`src/rtl/ysyx_23060061_wbu.sv`:
```
// Write-back unit of the multi-cycle NPC core.
// Takes one retiring instruction from the LSU per handshake. It selects the
// write-back value, pulses the register-file write port for one cycle, and
// then offers a commit handshake to the IFU. It also keeps a 64-bit count of
// retired instructions.
//
// Ports:
//   clk, rst             clock; synchronous active-low reset
//   lsu_valid/wbu_ready  LSU -> WBU handshake (ready only in IDLE)
//   memDataR, aluResult,
//   snpc, csrRData       write-back candidates, chosen by wbSel
//   RegWrite, rd         destination write enable and index
//   pc, dnpc             PC and dynamic next PC of the instruction
//   rf_wen/waddr/wdata   register-file write port
//   wbu_valid/ifu_ready  WBU -> IFU commit handshake
//   commit_pc/dnpc       captured pc/dnpc of the committing instruction
//   instret              retired-instruction counter (wraps mod 2^64)
module ysyx_23060061_wbu (
  input  logic        clk,
  input  logic        rst,
  input  logic        lsu_valid,
  output logic        wbu_ready,
  input  logic [31:0] memDataR,
  input  logic [31:0] aluResult,
  input  logic [31:0] snpc,
  input  logic [31:0] csrRData,
  input  logic [1:0]  wbSel,
  input  logic        RegWrite,
  input  logic [4:0]  rd,
  input  logic [31:0] pc,
  input  logic [31:0] dnpc,
  output logic        rf_wen,
  output logic [4:0]  rf_waddr,
  output logic [31:0] rf_wdata,
  output logic        wbu_valid,
  input  logic        ifu_ready,
  output logic [31:0] commit_pc,
  output logic [31:0] commit_dnpc,
  output logic [63:0] instret
);

  typedef enum logic [1:0] {
    IDLE   = 2'd0,
    WRITE  = 2'd1,
    COMMIT = 2'd2
  } state_t;

  state_t      state;
  logic [31:0] wb_value;

  always_comb begin
    wb_value = aluResult;
    unique case (wbSel)
      2'b00: wb_value = aluResult;
      2'b01: wb_value = memDataR;
      2'b10: wb_value = snpc;
      2'b11: wb_value = csrRData;
      default: wb_value = aluResult;
    endcase
  end

  // The write qualifier (RegWrite && rd != 0) is folded into rf_wen at
  // capture time, so rf_wen serves as the captured RegWrite and is high
  // only for the single WRITE cycle.
  always_ff @(posedge clk) begin
    if (!rst) begin
      state       <= IDLE;
      wbu_ready   <= 1'b1;
      wbu_valid   <= 1'b0;
      rf_wen      <= 1'b0;
      rf_waddr    <= '0;
      rf_wdata    <= '0;
      commit_pc   <= '0;
      commit_dnpc <= '0;
      instret     <= '0;
    end else begin
      unique case (state)
        IDLE: begin
          if (lsu_valid) begin
            rf_wdata    <= wb_value;
            rf_waddr    <= rd;
            rf_wen      <= RegWrite && (rd != 5'd0);
            commit_pc   <= pc;
            commit_dnpc <= dnpc;
            wbu_ready   <= 1'b0;
            state       <= WRITE;
          end
        end
        WRITE: begin
          rf_wen    <= 1'b0;
          wbu_valid <= 1'b1;
          state     <= COMMIT;
        end
        COMMIT: begin
          if (ifu_ready) begin
            instret   <= instret + 64'd1;
            wbu_valid <= 1'b0;
            wbu_ready <= 1'b1;
            state     <= IDLE;
          end
        end
        default: begin
          state     <= IDLE;
          wbu_ready <= 1'b1;
          wbu_valid <= 1'b0;
          rf_wen    <= 1'b0;
        end
      endcase
    end
  end

endmodule

```
`config.mk`:
```
export PLATFORM = sky130hd
export DESIGN_NAME = ysyx_23060061_wbu
export DESIGN_NICKNAME = d
export VERILOG_FILES = /design/src/rtl/ysyx_23060061_wbu.sv
export SDC_FILE = /design/constraint.sdc
export NUM_CORES = 1
export LEC_CHECK = 0
export BUFFER_PORTS_ARGS = -buffer_cell sky130_fd_sc_hd__buf_4
export CELL_PAD_IN_SITES_DETAIL_PLACEMENT = 1
export CELL_PAD_IN_SITES_GLOBAL_PLACEMENT = 1
export CORE_ASPECT_RATIO = 0.6
export CORE_MARGIN = 4
export CORE_UTILIZATION = 35
export DETAILED_ROUTE_END_ITERATION = 10
export PLACE_DENSITY_LB_ADDON = 0.1
export SLEW_MARGIN = 20
export SYNTH_ARGS = -nofsm -noshare
export SYNTH_HDL_FRONTEND = slang
export SYNTH_SLANG_ARGS = --single-unit
export TNS_END_PERCENT = 20
```
`constraint.sdc`:
```
create_clock -name clk -period 4.3 [get_ports clk]
set_input_delay 0.86 -clock clk [delete_from_list [all_inputs] [get_ports clk]]
set_output_delay 0.86 -clock clk [all_outputs]
set_load 0.01 [all_outputs]
```
==> summary.txt, run 1 <==
Status
  – Status: finished, final reports clean

Setup path
  – Critical-path cell with the highest stage delay: sky130_fd_sc_hd__nor4_1
  – Data required time at the worst endpoint: ~4.7 ns
  – Family with the most delay on the worst path: simple AND/OR/NAND/NOR gates
  – R2R depth: 5
  – Most common cell type on the critical path: sky130_fd_sc_hd__nand4_1
  – Classification of the worst setup path: flip-flop to flip-flop
  – Data arrival time of the critical path: roughly 3.6 ns
  – Largest stage delay on the critical path: around 0.87 ns
  – Critical path fanouts, max: 16
  – Endpoint kind of the worst setup timing path: flip-flop
  – Capture instance of the worst register-to-register path: instret[55]$_SDFFE_PN0P_
  – Series of cell instances along the critical path: nand4_1 > nor4_1 > nand4_1 > or4_1 > a21oi_1
  – Launch point of the worst reg-to-reg path: instret[25]$_SDFFE_PN0P_
  – CP startpoint kind: flip-flop
  – Worst Path Buf+Inv: 0
  – Worst reg-to-reg setup slack: approximately 1.0 ns

Worst hold path
  – Origin of the worst min-delay path: rf_wdata[11]$_SDFFE_PN0P_
  – Endpoint of the worst hold-timing path: rf_wdata[11]$_SDFFE_PN0P_
  – Worst hold stages: 2
  – Hold crit path type: flip-flop to flip-flop

Die
  – DIE WIDTH: 196 microns
  – Core area: approximately 21000 sq um
  – Die footprint: approximately 24000 sq um
  – Number of I/O pins: between 300 and 400
  – Effective utilization at floorplan: between 30% and 40%
  – Die Y-Extent: around 120 microns
  – Total number of placement rows: slightly above 40

Timing
  – Maximum clock rate: 305 MHz
  – Setup TNS after final layout: 0 ns
  – Slew margin rel.: between 30 and 40%
  – RSZ-0062 raised after global routing: false
  – Slew of the pin with the lowest slew margin: approximately 0.94 ns
  – Final Max Slew Viols: 0
  – Worst setup skew after layout: 0.00858 ns
  – Final setup fails: 0
  – Clock period minus final worst setup slack: 3.28 ns
  – Crit share post-route: about 76%
  – Hold Fails Final Rpt: 0

Synthesis
  – Post-synth net total: 1073
  – Syn Std Cell Area: about 7400 sq um
  – Fraction of registers with async set or reset after synthesis: 0%
  – Cell count after synthesis: approximately 870
  – Synthesized area divided by synthesized cell count: 8.58 sq um
  – Sequential area share after synthesis: approximately 46%
  – Dominant synthesized flop cell: sky130_fd_sc_hd__dfxtp_1
  – Unique cell type count in the Yosys netlist: 38
  – Number of enable flip-flop cells after synthesis: 0
  – #FFs+latches synth: 170
  – Warning count from the yosys run: 0

Cells and area
  – Layout Area Growth over Synthesis: 48.4%
  – Proportion of layout cells with a drive suffix above 1: a little under two fifths
  – Final core utilization: a little over half
  – Register Area: 3400 sq um
  – Count of antenna diodes in the layout: 0
  – Filler cell count in the final layout: around 2500
  – Final std cells w/o fill: between 1500 and 2000
  – Area of the multi-input gates: approximately 3800 sq um
  – Nets@finish: 1415

Power
  – Leak: roughly 4.7 nW
  – Pwr/cell area: between 300 and 400 nW/um^2
  – Worst IR Drop VDD: roughly 0.00026 V

GRT
  – Largest net degree at the start of global routing: slightly below 80
  – Total GRT Usage: between 20% and 30%
  – Global-route wire length before repair: ~45 mm
  – Global route total overflow: 0
  – Number of global-route vias before repair: 7753
  – Number of antenna violations at the first check in global routing: 0

Routing
  – Vias post-DR: just under 8000
  – Initial drt markers: about 430
  – Post-route DRC violation count: 0
  – Total length of routed met3 wires: ~2.5 mm
  – Topmost layer with routed signal wires: met4
  – Vias per inst: 5.17
  – Total routed wire length on the met1 layer: approximately 13 mm
  – Met2 wire len: ~14 mm
  – Drt first pass iters: 4
  – Routed wire length: slightly below 30 mm
  – Routed wire per std cell: around 20 microns
  – Post-DRT Antenna Nets: 0

Placement
  – Port Buffer Count: 371
  – Routability congestion estimate from global placement: around 0.9
  – Post-DP HPWL: between 20 and 25 mm
  – Number of placed instances, taps included: 1470

Clock tree
  – Count of clock tree sinks: 170
  – Post-cts resize count: 0
  – Clock latency reported for the late side of the worst-skew pair: between 0.4 and 0.5 ns
  – Post-CTS Setup Repair Bufs: 0
  – Buffers from clock root to sink, at most: 2
  – H-Tree Depth: 4
  – CTS tree: yes
  – Number of buffers added to fix hold violations after cts: 0
  – Clock transition at path regs: approximately 0.06 ns
  – CTS Root Buffer Type: sky130_fd_sc_hd__clkbuf_16
  – TritonCTS Buffers: 17

Run
  – Max-cap viol count: 0
[report_power, final]
group | total, mW | leakage [nW] | switching (mW) | internal [mW]
combinational | 0.555 | 2.99 | 0.261 | 0.294
sequential | 1.68 | 1.39 | 0.0373 | 1.64
clock | 1.54 | 0.282 | 0.629 | 0.912
[cell usage in the layout, fill, tap and decap left out, types with 2 or more instances in the layout]
cell type and instances:
sky130_fd_sc_hd__a21oi_1 131, sky130_fd_sc_hd__and2_1 7, sky130_fd_sc_hd__and3_1 10, sky130_fd_sc_hd__and4_1 4, sky130_fd_sc_hd__buf_12 3, sky130_fd_sc_hd__buf_4 374
sky130_fd_sc_hd__bufinv_16 2, sky130_fd_sc_hd__clkbuf_1 3, sky130_fd_sc_hd__clkbuf_16 17, sky130_fd_sc_hd__clkbuf_8 4, sky130_fd_sc_hd__clkinv_2 3, sky130_fd_sc_hd__clkinvlp_4 2
sky130_fd_sc_hd__dfxtp_1 170, sky130_fd_sc_hd__inv_1 7, sky130_fd_sc_hd__mux2i_1 3, sky130_fd_sc_hd__mux4_2 32, sky130_fd_sc_hd__nand2_1 231, sky130_fd_sc_hd__nand2b_1 2
sky130_fd_sc_hd__nand3_1 18, sky130_fd_sc_hd__nand4_1 29, sky130_fd_sc_hd__nand4_2 3, sky130_fd_sc_hd__nor2_1 43, sky130_fd_sc_hd__nor3_1 7, sky130_fd_sc_hd__nor3_2 3
sky130_fd_sc_hd__nor4_1 7, sky130_fd_sc_hd__o21a_1 2, sky130_fd_sc_hd__o21ai_0 21, sky130_fd_sc_hd__o31ai_1 11, sky130_fd_sc_hd__or3_1 18, sky130_fd_sc_hd__or4_1 12
sky130_fd_sc_hd__xnor2_1 12, sky130_fd_sc_hd__xor2_1 20
[per-stage QoR]
stage	instance area [sq um]	hold WS (ns)	power [mW]	worst slack [ns]
2_1_floorplan	7440	0.481	1.95	1.88
3_3_place_gp	10500	0.443	2.27	1.15
3_5_place_dp	10500	0.447	2.28	1.05
4_1_cts	11000	0.455	3.83	1.15
5_1_grt	11000	0.474	3.94	0.884
6_report	11000	0.452	3.78	1.02
[worst max-delay path by stage]
stage               depth (start not counted)                        end                startpoint
detailed placement                          6   instret[55]$_SDFFE_PN0P_                 ifu_ready
global route                                5   instret[55]$_SDFFE_PN0P_  instret[25]$_SDFFE_PN0P_
CTS                                         5   instret[55]$_SDFFE_PN0P_  instret[25]$_SDFFE_PN0P_
floorplan                                   5  rf_wdata[10]$_SDFFE_PN0P_                  wbSel[0]
finish                                      5   instret[55]$_SDFFE_PN0P_  instret[25]$_SDFFE_PN0P_
global placement                            6   instret[55]$_SDFFE_PN0P_                 ifu_ready
[cell usage after synthesis, types with 3 or more instances]
| library cell | instances | area, sq um |
|---|---|---|
| sky130_fd_sc_hd__nand2_1 | 231 | 867 |
| sky130_fd_sc_hd__dfxtp_1 | 170 | 3400 |
| sky130_fd_sc_hd__a21oi_1 | 131 | 656 |
| sky130_fd_sc_hd__clkbuf_1 | 46 | 173 |
| sky130_fd_sc_hd__nor2_1 | 44 | 165 |
| sky130_fd_sc_hd__mux4_2 | 32 | 721 |
| sky130_fd_sc_hd__nand4_1 | 29 | 181 |
| sky130_fd_sc_hd__o21ai_0 | 21 | 105 |
| sky130_fd_sc_hd__xor2_1 | 20 | 175 |
| sky130_fd_sc_hd__nand3_1 | 18 | 90.1 |
| sky130_fd_sc_hd__or3_1 | 18 | 113 |
| sky130_fd_sc_hd__or4_1 | 12 | 90.1 |
| sky130_fd_sc_hd__xnor2_1 | 12 | 105 |
| sky130_fd_sc_hd__o31ai_1 | 11 | 82.6 |
| sky130_fd_sc_hd__and3_1 | 10 | 62.6 |
| sky130_fd_sc_hd__and2_1 | 7 | 43.8 |
| sky130_fd_sc_hd__inv_1 | 7 | 26.3 |
| sky130_fd_sc_hd__nor3_1 | 7 | 35.0 |
| sky130_fd_sc_hd__nor4_1 | 7 | 43.8 |
| sky130_fd_sc_hd__buf_1 | 5 | 18.8 |
| sky130_fd_sc_hd__and4_1 | 4 | 35.0 |
| sky130_fd_sc_hd__mux2i_1 | 3 | 30.0 |
| sky130_fd_sc_hd__nand4_2 | 3 | 37.5 |
| sky130_fd_sc_hd__nor3_2 | 3 | 30.0 |
[flip-flops by register name (all words and copies together) (netlist names)]
signal and cells:
state 2, rf_wdata 32, instret 64, commit_pc 32
commit_dnpc 32, wbu_valid 1, wbu_ready 1, rf_waddr 5
rf_wen 1
[cell families after synthesis]
| logic type | after synthesis | share of synthesized area (%) |
|---|---|---|
| AND/OR/NAND/NOR | 403 | 25.5 |
| flip-flops | 170 | 45.7 |
| AO/OA/AOI/OAI | 165 | 11.5 |
| buffers and inverters | 62 | 3.21 |
| multiplexers | 35 | 10.1 |
| XOR/XNOR | 32 | 3.76 |
| adder cells (fa/ha/maj) | 1 | 0.168 |
[per-layer routing]
metal | vias up | GRT usage, %
met4 | 0 | 5.19
met2 | 246 | 40.5
met1 | 3774 | 30.6
li1 | 3722 | -
met5 | - | 0
met3 | 20 | 8.55
[area by class of cell]
| type | count | area share, % |
|---|---|---|
| clock inverter | 7 | 0.815 |
| timing repair buffer | 377 | 26.0 |
| inverter | 8 | 0.294 |
| tap | 279 | 3.16 |
| clock buffer | 24 | 4.45 |
| multi-input combinational | 636 | 34.5 |
| sequential | 170 | 30.8 |
[worst min-delay path: stages, from the launching register on]
cell and delay (ns):
sky130_fd_sc_hd__dfxtp_1 0.31, sky130_fd_sc_hd__nand2_1 0.05, sky130_fd_sc_hd__a21oi_1 0.05
Note: power is estimated with default switching activity, not from simulation.
==> run 2: changes to the inputs <==
- CORE_UTILIZATION: 35 -> 32
- clock period: 4.3 -> 3.1 ns (I/O delays scaled with it)
==> summary.txt, run 2 (synthesis results as in run 1) <==
Routing
  – Post-DRT Antenna Nets: 0 (unchanged)
  – Drt first pass iters: 4 (unchanged)
  – Routed wire per std cell: 19.9 microns (+0.28%)
  – Vias post-DR: 7691 (-0.91%)
  – Post-route DRC violation count: 0 (unchanged)
  – Routed wire length: 30.5 mm (+2.6%)
  – Initial drt markers: 282 (-34%)
  – Vias per inst: 5.01 (-3.2%)

Setup path
  – CP startpoint kind: flip-flop
  – Most common cell type on the critical path: sky130_fd_sc_hd__nand4_1
  – Classification of the worst setup path: flip-flop to flip-flop
  – Endpoint kind of the worst setup timing path: flip-flop
  – Timing startpoint of the critical path: instret[25]$_SDFFE_PN0P_
  – Series of cell instances along the critical path: nand4_1 > nor4_1 > nand4_1 > buf_4 > or4_1 > a21oi_1
  – Critical-path cell with the highest stage delay: sky130_fd_sc_hd__nor4_1
  – Data required time at the worst endpoint: 3.46 ns (-1.19 ns)
  – Critical path fanouts, max: 16 (unchanged)
  – Data arrival time of the critical path: 3.05 ns (-0.58 ns)
  – Largest stage delay on the critical path: 0.85 ns (-0.02 ns)
  – Launch point of the worst reg-to-reg path: instret[25]$_SDFFE_PN0P_

Cells and area
  – Area of the multi-input gates: 3810 sq um (unchanged)
  – Largest reg by FF count: instret
  – Count of antenna diodes in the layout: 0 (unchanged)
  – Number of flip-flops in the largest register: 64 (unchanged)
  – Filler cell count in the final layout: 2697 (+7.0%)
  – Most common cell after layout, fill and taps aside: sky130_fd_sc_hd__buf_4
  – Nets@finish: 1422 (+0.49%)
  – Register Area: 3400 sq um (unchanged)
  – Layout Area Growth over Synthesis: 50.2%
  – Final Instance Area: 11200 sq um (+1.2%)
  – Proportion of layout cells with a drive suffix above 1: 37.3% (+0.39 points)
  – Top library cells by usage in the layout, fill and taps aside: sky130_fd_sc_hd__buf_4 (380), sky130_fd_sc_hd__nand2_1 (231), sky130_fd_sc_hd__dfxtp_1 (170)

Placement
  – Post-DP HPWL: 23.5 mm (+4.5%)
  – Routability congestion estimate from global placement: 0.811 (-7.3%)
  – Port Buffer Count: 371 (unchanged)
  – Area after detailed placement: 10600 sq um (+0.97%)

Timing
  – Maximum clock rate: 371 MHz (+22%)
  – Slew of the pin with the lowest slew margin: 0.898 ns (-0.0455 ns)
  – Crit share post-route: 86.9% (+11 points)
  – Worst setup skew after layout: 0.00955 ns (+0.000973 ns)
  – Setup TNS after final layout: 0 ns (unchanged)
  – Slew margin rel.: 39.6% (+3.1 points)
  – RSZ-0062 raised after global routing: false
  – Hold Fails Final Rpt: 0 (unchanged)
  – Clock period minus final worst setup slack: 2.69 ns (-0.585 ns)
  – Final setup fails: 0 (unchanged)
  – Final Max Slew Viols: 0 (unchanged)

Clock tree
  – CTS Root Buffer Type: sky130_fd_sc_hd__clkbuf_16
  – CTS tree: yes
  – Clock transition at path regs: 0.06 ns (about the same)
  – H-Tree Depth: 4 (unchanged)
  – Buffers from clock root to sink, at most: 2 (unchanged)
  – TritonCTS Buffers: 17 (unchanged)
  – Post-CTS Setup Repair Bufs: 0 (unchanged)
  – Clock latency reported for the late side of the worst-skew pair: 0.43 ns (about the same)
  – Number of buffers added to fix hold violations after cts: 0 (unchanged)
  – Count of clock tree sinks: 170 (unchanged)
  – Post-cts resize count: 0 (unchanged)

Die
  – Die Y-Extent: 126 microns (+4.3%)
  – Total number of placement rows: 42 (+2.4%)
  – Effective utilization at floorplan: 33.2% (-2.3 points)
  – DIE WIDTH: 205 microns (+4.4%)
  – Number of I/O pins: 372 (unchanged)
  – Core area: 22400 sq um (+6.9%)
  – Die footprint: 25800 sq um (+8.9%)

GRT
  – Total GRT Usage: 22.8% (-1.5 points)
  – Largest net degree at the start of global routing: 102 (+32%)
  – Global route total overflow: 0 (unchanged)
  – Number of antenna violations at the first check in global routing: 0 (unchanged)
  – Number of global-route vias before repair: 7904 (+1.9%)
  – Global-route wire length before repair: 46.4 mm (+2.5%)

Worst hold path
  – Hold crit path type: input pin to flip-flop
  – Origin of the worst min-delay path: pc[1]

Power
  – Worst IR Drop VDD: 0.000396 V (+54%)
  – Pwr/cell area: 481 nW/um^2 (+41%)
  – Leak: 4.71 nW (+1.3%)

Run
  – Max-cap viol count: 0 (unchanged)

Status
  – Status: finished, final reports clean
==> run 2: cell count changes in the layout (fill, tap and decap cells not counted) <==
cell	previous run	this run
sky130_fd_sc_hd__buf_4	374	380
sky130_fd_sc_hd__bufinv_16	2	4
sky130_fd_sc_hd__buf_12	3	4
sky130_fd_sc_hd__clkbuf_1	3	2
sky130_fd_sc_hd__clkbuf_8	4	3
sky130_fd_sc_hd__clkinvlp_4	2	1
==> run 2: worst max-delay path, delay by kind of cell (launching register included) <==
family	cells	cell delay [ns]
flip-flops	1	0.46
AO/OA/AOI/OAI	1	0.15
AND/OR/NAND/NOR	4	1.77
buffers and inverters	1	0.24
==> run 2: area by class of cell <==
cell class,count,area share (%)
multi-input cells,636,34.1
well taps,308,3.45
repair buffers,384,26.2
clock buffers,22,4.24
clock inverters,8,1.28
flip-flops and latches,170,30.4
inverters,8,0.291
==> run 2: power breakdown <==
part           switching, mW  internal [mW]
logic                  0.356          0.411
registers             0.0530           2.28
clock network          0.874           1.40
==> run 2: path summary, 6_finish.rpt <==
kind                                    end  slack, ns  cells past startpoint
setup / recovery   instret[47]$_SDFFE_PN0P_       0.41                      6
setup reg to reg   instret[47]$_SDFFE_PN0P_       0.41                      6
hold / removal    commit_pc[1]$_SDFFE_PN0P_       0.44                      3
hold reg to reg   rf_wdata[17]$_SDFFE_PN0P_       0.45                      2
==> run 2: layer usage <==
metal / up-vias / routed length, microns / GRT usage (%)
li1: 3727 / - / -
met1: 3706 / 13200 / 28.7
met2: 235 / 14100 / 37.2
met3: 23 / 2820 / 8.56
met4: 0 / 432 / 5.79
met5: - / 0 / 0
==> run 2: metrics by stage <==
step | hold slack, ns | util (%) | total power [mW] | cells | setup WS [ns]
2_1_floorplan | 0.481 | - | 2.70 | 868 | 0.918
3_3_place_gp | 0.443 | 47.1 | 3.15 | 1506 | 0.595
3_5_place_dp | 0.448 | 47.1 | 3.16 | 1506 | 0.489
4_1_cts | 0.416 | 49.8 | 5.45 | 1536 | 0.452
5_1_grt | 0.421 | 49.8 | 5.62 | 1536 | 0.236
6_report | 0.435 | 49.8 | 5.37 | 1536 | 0.405
==> run 3: changes to the inputs <==
- CORE_UTILIZATION: 32 -> 29
- MAX_ROUTING_LAYER: default -> met4
- clock period: 3.1 -> 2.4 ns (I/O delays scaled with it)
==> summary.txt, run 3 (synthesis results as in run 1) <==
Timing
  – Worst setup slack after layout: 0.188 ns (-0.217 ns)
  – Clock period minus final worst setup slack: 2.21 ns (-0.483 ns)
  – Crit share post-route: 92.2% (+5.2 points)
  – Slew of the pin with the lowest slew margin: 0.498 ns (-0.400 ns)
  – Worst setup skew after layout: 0.00816 ns (-0.00140 ns)
  – Final Max Slew Viols: 0 (unchanged)
  – Final setup fails: 0 (unchanged)
  – Setup TNS after final layout: 0 ns (unchanged)
  – RSZ-0062 raised after global routing: false
  – Hold Fails Final Rpt: 0 (unchanged)
  – Maximum clock rate: 452 MHz (+22%)
  – Slew margin rel.: 66.8% (+27 points)

Clock tree
  – CTS tree: yes
  – Count of clock tree sinks: 170 (unchanged)
  – Post-cts resize count: 0 (unchanged)
  – Post-CTS Setup Repair Bufs: 0 (unchanged)
  – Clock transition at path regs: 0.06 ns (about the same)
  – Clock latency reported for the late side of the worst-skew pair: 0.44 ns (about the same)
  – CTS Root Buffer Type: sky130_fd_sc_hd__clkbuf_16
  – TritonCTS Buffers: 17 (unchanged)
  – Buffers from clock root to sink, at most: 2 (unchanged)
  – H-Tree Depth: 4 (unchanged)
  – Number of buffers added to fix hold violations after cts: 0 (unchanged)

Setup path
  – Classification of the worst setup path: flip-flop to flip-flop
  – CP startpoint kind: flip-flop
  – Data required time at the worst endpoint: 2.76 ns (-0.70 ns)
  – Data arrival time of the critical path: 2.57 ns (-0.48 ns)
  – Launch point of the worst reg-to-reg path: instret[20]$_SDFFE_PN0P_
  – R2R depth: 6 (unchanged)
  – Endpoint kind of the worst setup timing path: flip-flop
  – Capture instance of the worst register-to-register path: instret[55]$_SDFFE_PN0P_
  – Worst reg-to-reg setup slack: 0.19 ns (-0.22 ns)
  – Critical path fanouts, max: 16 (unchanged)

Routing
  – Drt first pass iters: 4 (unchanged)
  – Post-route DRC violation count: 0 (unchanged)
  – Post-DRT Antenna Nets: 0 (unchanged)
  – Routed wire per std cell: 18.8 microns (-5.4%)
  – Vias per inst: 4.93 (-1.6%)
  – Initial drt markers: 377 (+34%)
  – Vias post-DR: 7771 (+1.0%)
  – Routed wire length: 29.6 mm (-2.9%)

GRT
  – Number of antenna violations at the first check in global routing: 0 (unchanged)
  – Number of global-route vias before repair: 7845 (-0.75%)
  – Global-route wire length before repair: 45.9 mm (-1.1%)
  – Total GRT Usage: 21.1% (-1.8 points)
  – Largest net degree at the start of global routing: 104 (+2.0%)
  – Global route total overflow: 0 (unchanged)

Placement
  – Port Buffer Count: 371 (unchanged)
  – Post-Place Worst Slack: 0.0784 ns (-0.410 ns)
  – Post-DP HPWL: 22.8 mm (-2.7%)
  – Routability congestion estimate from global placement: 0.811 (about the same)

Cells and area
  – Most common cell after layout, fill and taps aside: sky130_fd_sc_hd__buf_4
  – Count of antenna diodes in the layout: 0 (unchanged)
  – Layout Area Growth over Synthesis: 52.9%
  – Number of flip-flops in the largest register: 64 (unchanged)
  – Proportion of layout cells with a drive suffix above 1: 38.5% (+1.2 points)
  – Top library cells by usage in the layout, fill and taps aside: sky130_fd_sc_hd__buf_4 (397), sky130_fd_sc_hd__nand2_1 (231), sky130_fd_sc_hd__dfxtp_1 (170)
  – Nets@finish: 1441 (+1.3%)
  – Largest reg by FF count: instret

Status
  – Status: finished, final reports clean

Die
  – DIE WIDTH: 215 microns (+4.8%)
  – Effective utilization at floorplan: 29.4% (-3.7 points)
  – Core area: 25300 sq um (+13%)
  – Number of I/O pins: 372 (unchanged)
  – Total number of placement rows: 45 (+7.1%)
  – Die Y-Extent: 132 microns (+4.7%)
  – Die footprint: 28400 sq um (+9.8%)

Worst hold path
  – Hold crit path type: input pin to flip-flop
  – Origin of the worst min-delay path: pc[5]
  – Worst hold stages: 3 (unchanged)
  – Endpoint of the worst hold-timing path: commit_pc[5]$_SDFFE_PN0P_

Power
  – Overall power after layout: 6.88 mW (+28%)
  – Leak: 4.83 nW (+2.5%)
  – Pwr/cell area: 604 nW/um^2 (+26%)
  – Worst IR Drop VDD: 0.000428 V (+8.2%)

Run
  – Max-cap viol count: 0 (unchanged)
-- run 3: changes by cell type in the layout (fill, tap and decap cells not counted), sizes merged --
cell	previous run	this run
buf	384	403
clkbuf	22	19
clkinv	3	6
bufinv	4	3
clkinvlp	1	2
inv	8	9
-- run 3: per-stage QoR --
step	hold slack [ns]	utilization, %	cells	cell area [sq um]
final	0.288	45.0	1577	11400
after global routing	0.263	45.0	1577	11400
after CTS	0.260	44.9	1577	11400
after detailed placement	0.447	42.6	1546	10800
after global placement	0.442	42.6	1546	10800
after floorplan	0.481	-	868	7440
-- run 3: power by group --
group,leakage (nW),switching [mW],internal (mW)
Combinational,3.15,0.469,0.545
Clock,0.295,1.17,1.68
Sequential,1.39,0.0651,2.94
Total,4.83,1.71,5.17
-- run 3: final cells by class --
cell class | instances | area (sq um)
Inverter | 8 | 32.5
Clock inverter | 12 | 148
Clock buffer | 19 | 453
Multi-Input combinational cell | 636 | 3830
Tap cell | 329 | 412
Timing Repair Buffer | 403 | 3100
Fill cell | 3024 | 13900
Sequential cell | 170 | 3400
-- run 3: metal layers --
| metal | vias up | wire (microns) | global-route usage [%] |
|---|---|---|---|
| met5 | - | 0 | - |
| met4 | 0 | 527 | 5.18 |
| met3 | 29 | 2330 | 8.20 |
| met2 | 229 | 13300 | 31.3 |
| met1 | 3754 | 13500 | 27.0 |
| li1 | 3759 | - | - |
-- run 3: worst max path at each step --
stage,depth (start not counted),to,from,slack (ns)
2_1_floorplan,7,instret[54]$_SDFFE_PN0P_,instret[0]$_SDFFE_PN0P_,0.25
3_3_place_gp,6,instret[59]$_SDFFE_PN0P_,instret[11]$_SDFFE_PN0P_,0.16
3_5_place_dp,6,instret[59]$_SDFFE_PN0P_,instret[11]$_SDFFE_PN0P_,0.08
4_1_cts,6,instret[59]$_SDFFE_PN0P_,instret[11]$_SDFFE_PN0P_,0.07
5_1_grt,6,instret[47]$_SDFFE_PN0P_,instret[26]$_SDFFE_PN0P_,0.004
6_report,6,instret[55]$_SDFFE_PN0P_,instret[20]$_SDFFE_PN0P_,0.19
-- run 3: worst max-delay path: stages, from the launching register on --
cell                      delay, ns
sky130_fd_sc_hd__dfxtp_1       0.42
sky130_fd_sc_hd__nand4_1       0.35
sky130_fd_sc_hd__nor3_1        0.36
sky130_fd_sc_hd__nand4_1       0.16
sky130_fd_sc_hd__buf_4         0.22
sky130_fd_sc_hd__or4_1         0.47
sky130_fd_sc_hd__a21oi_1       0.15
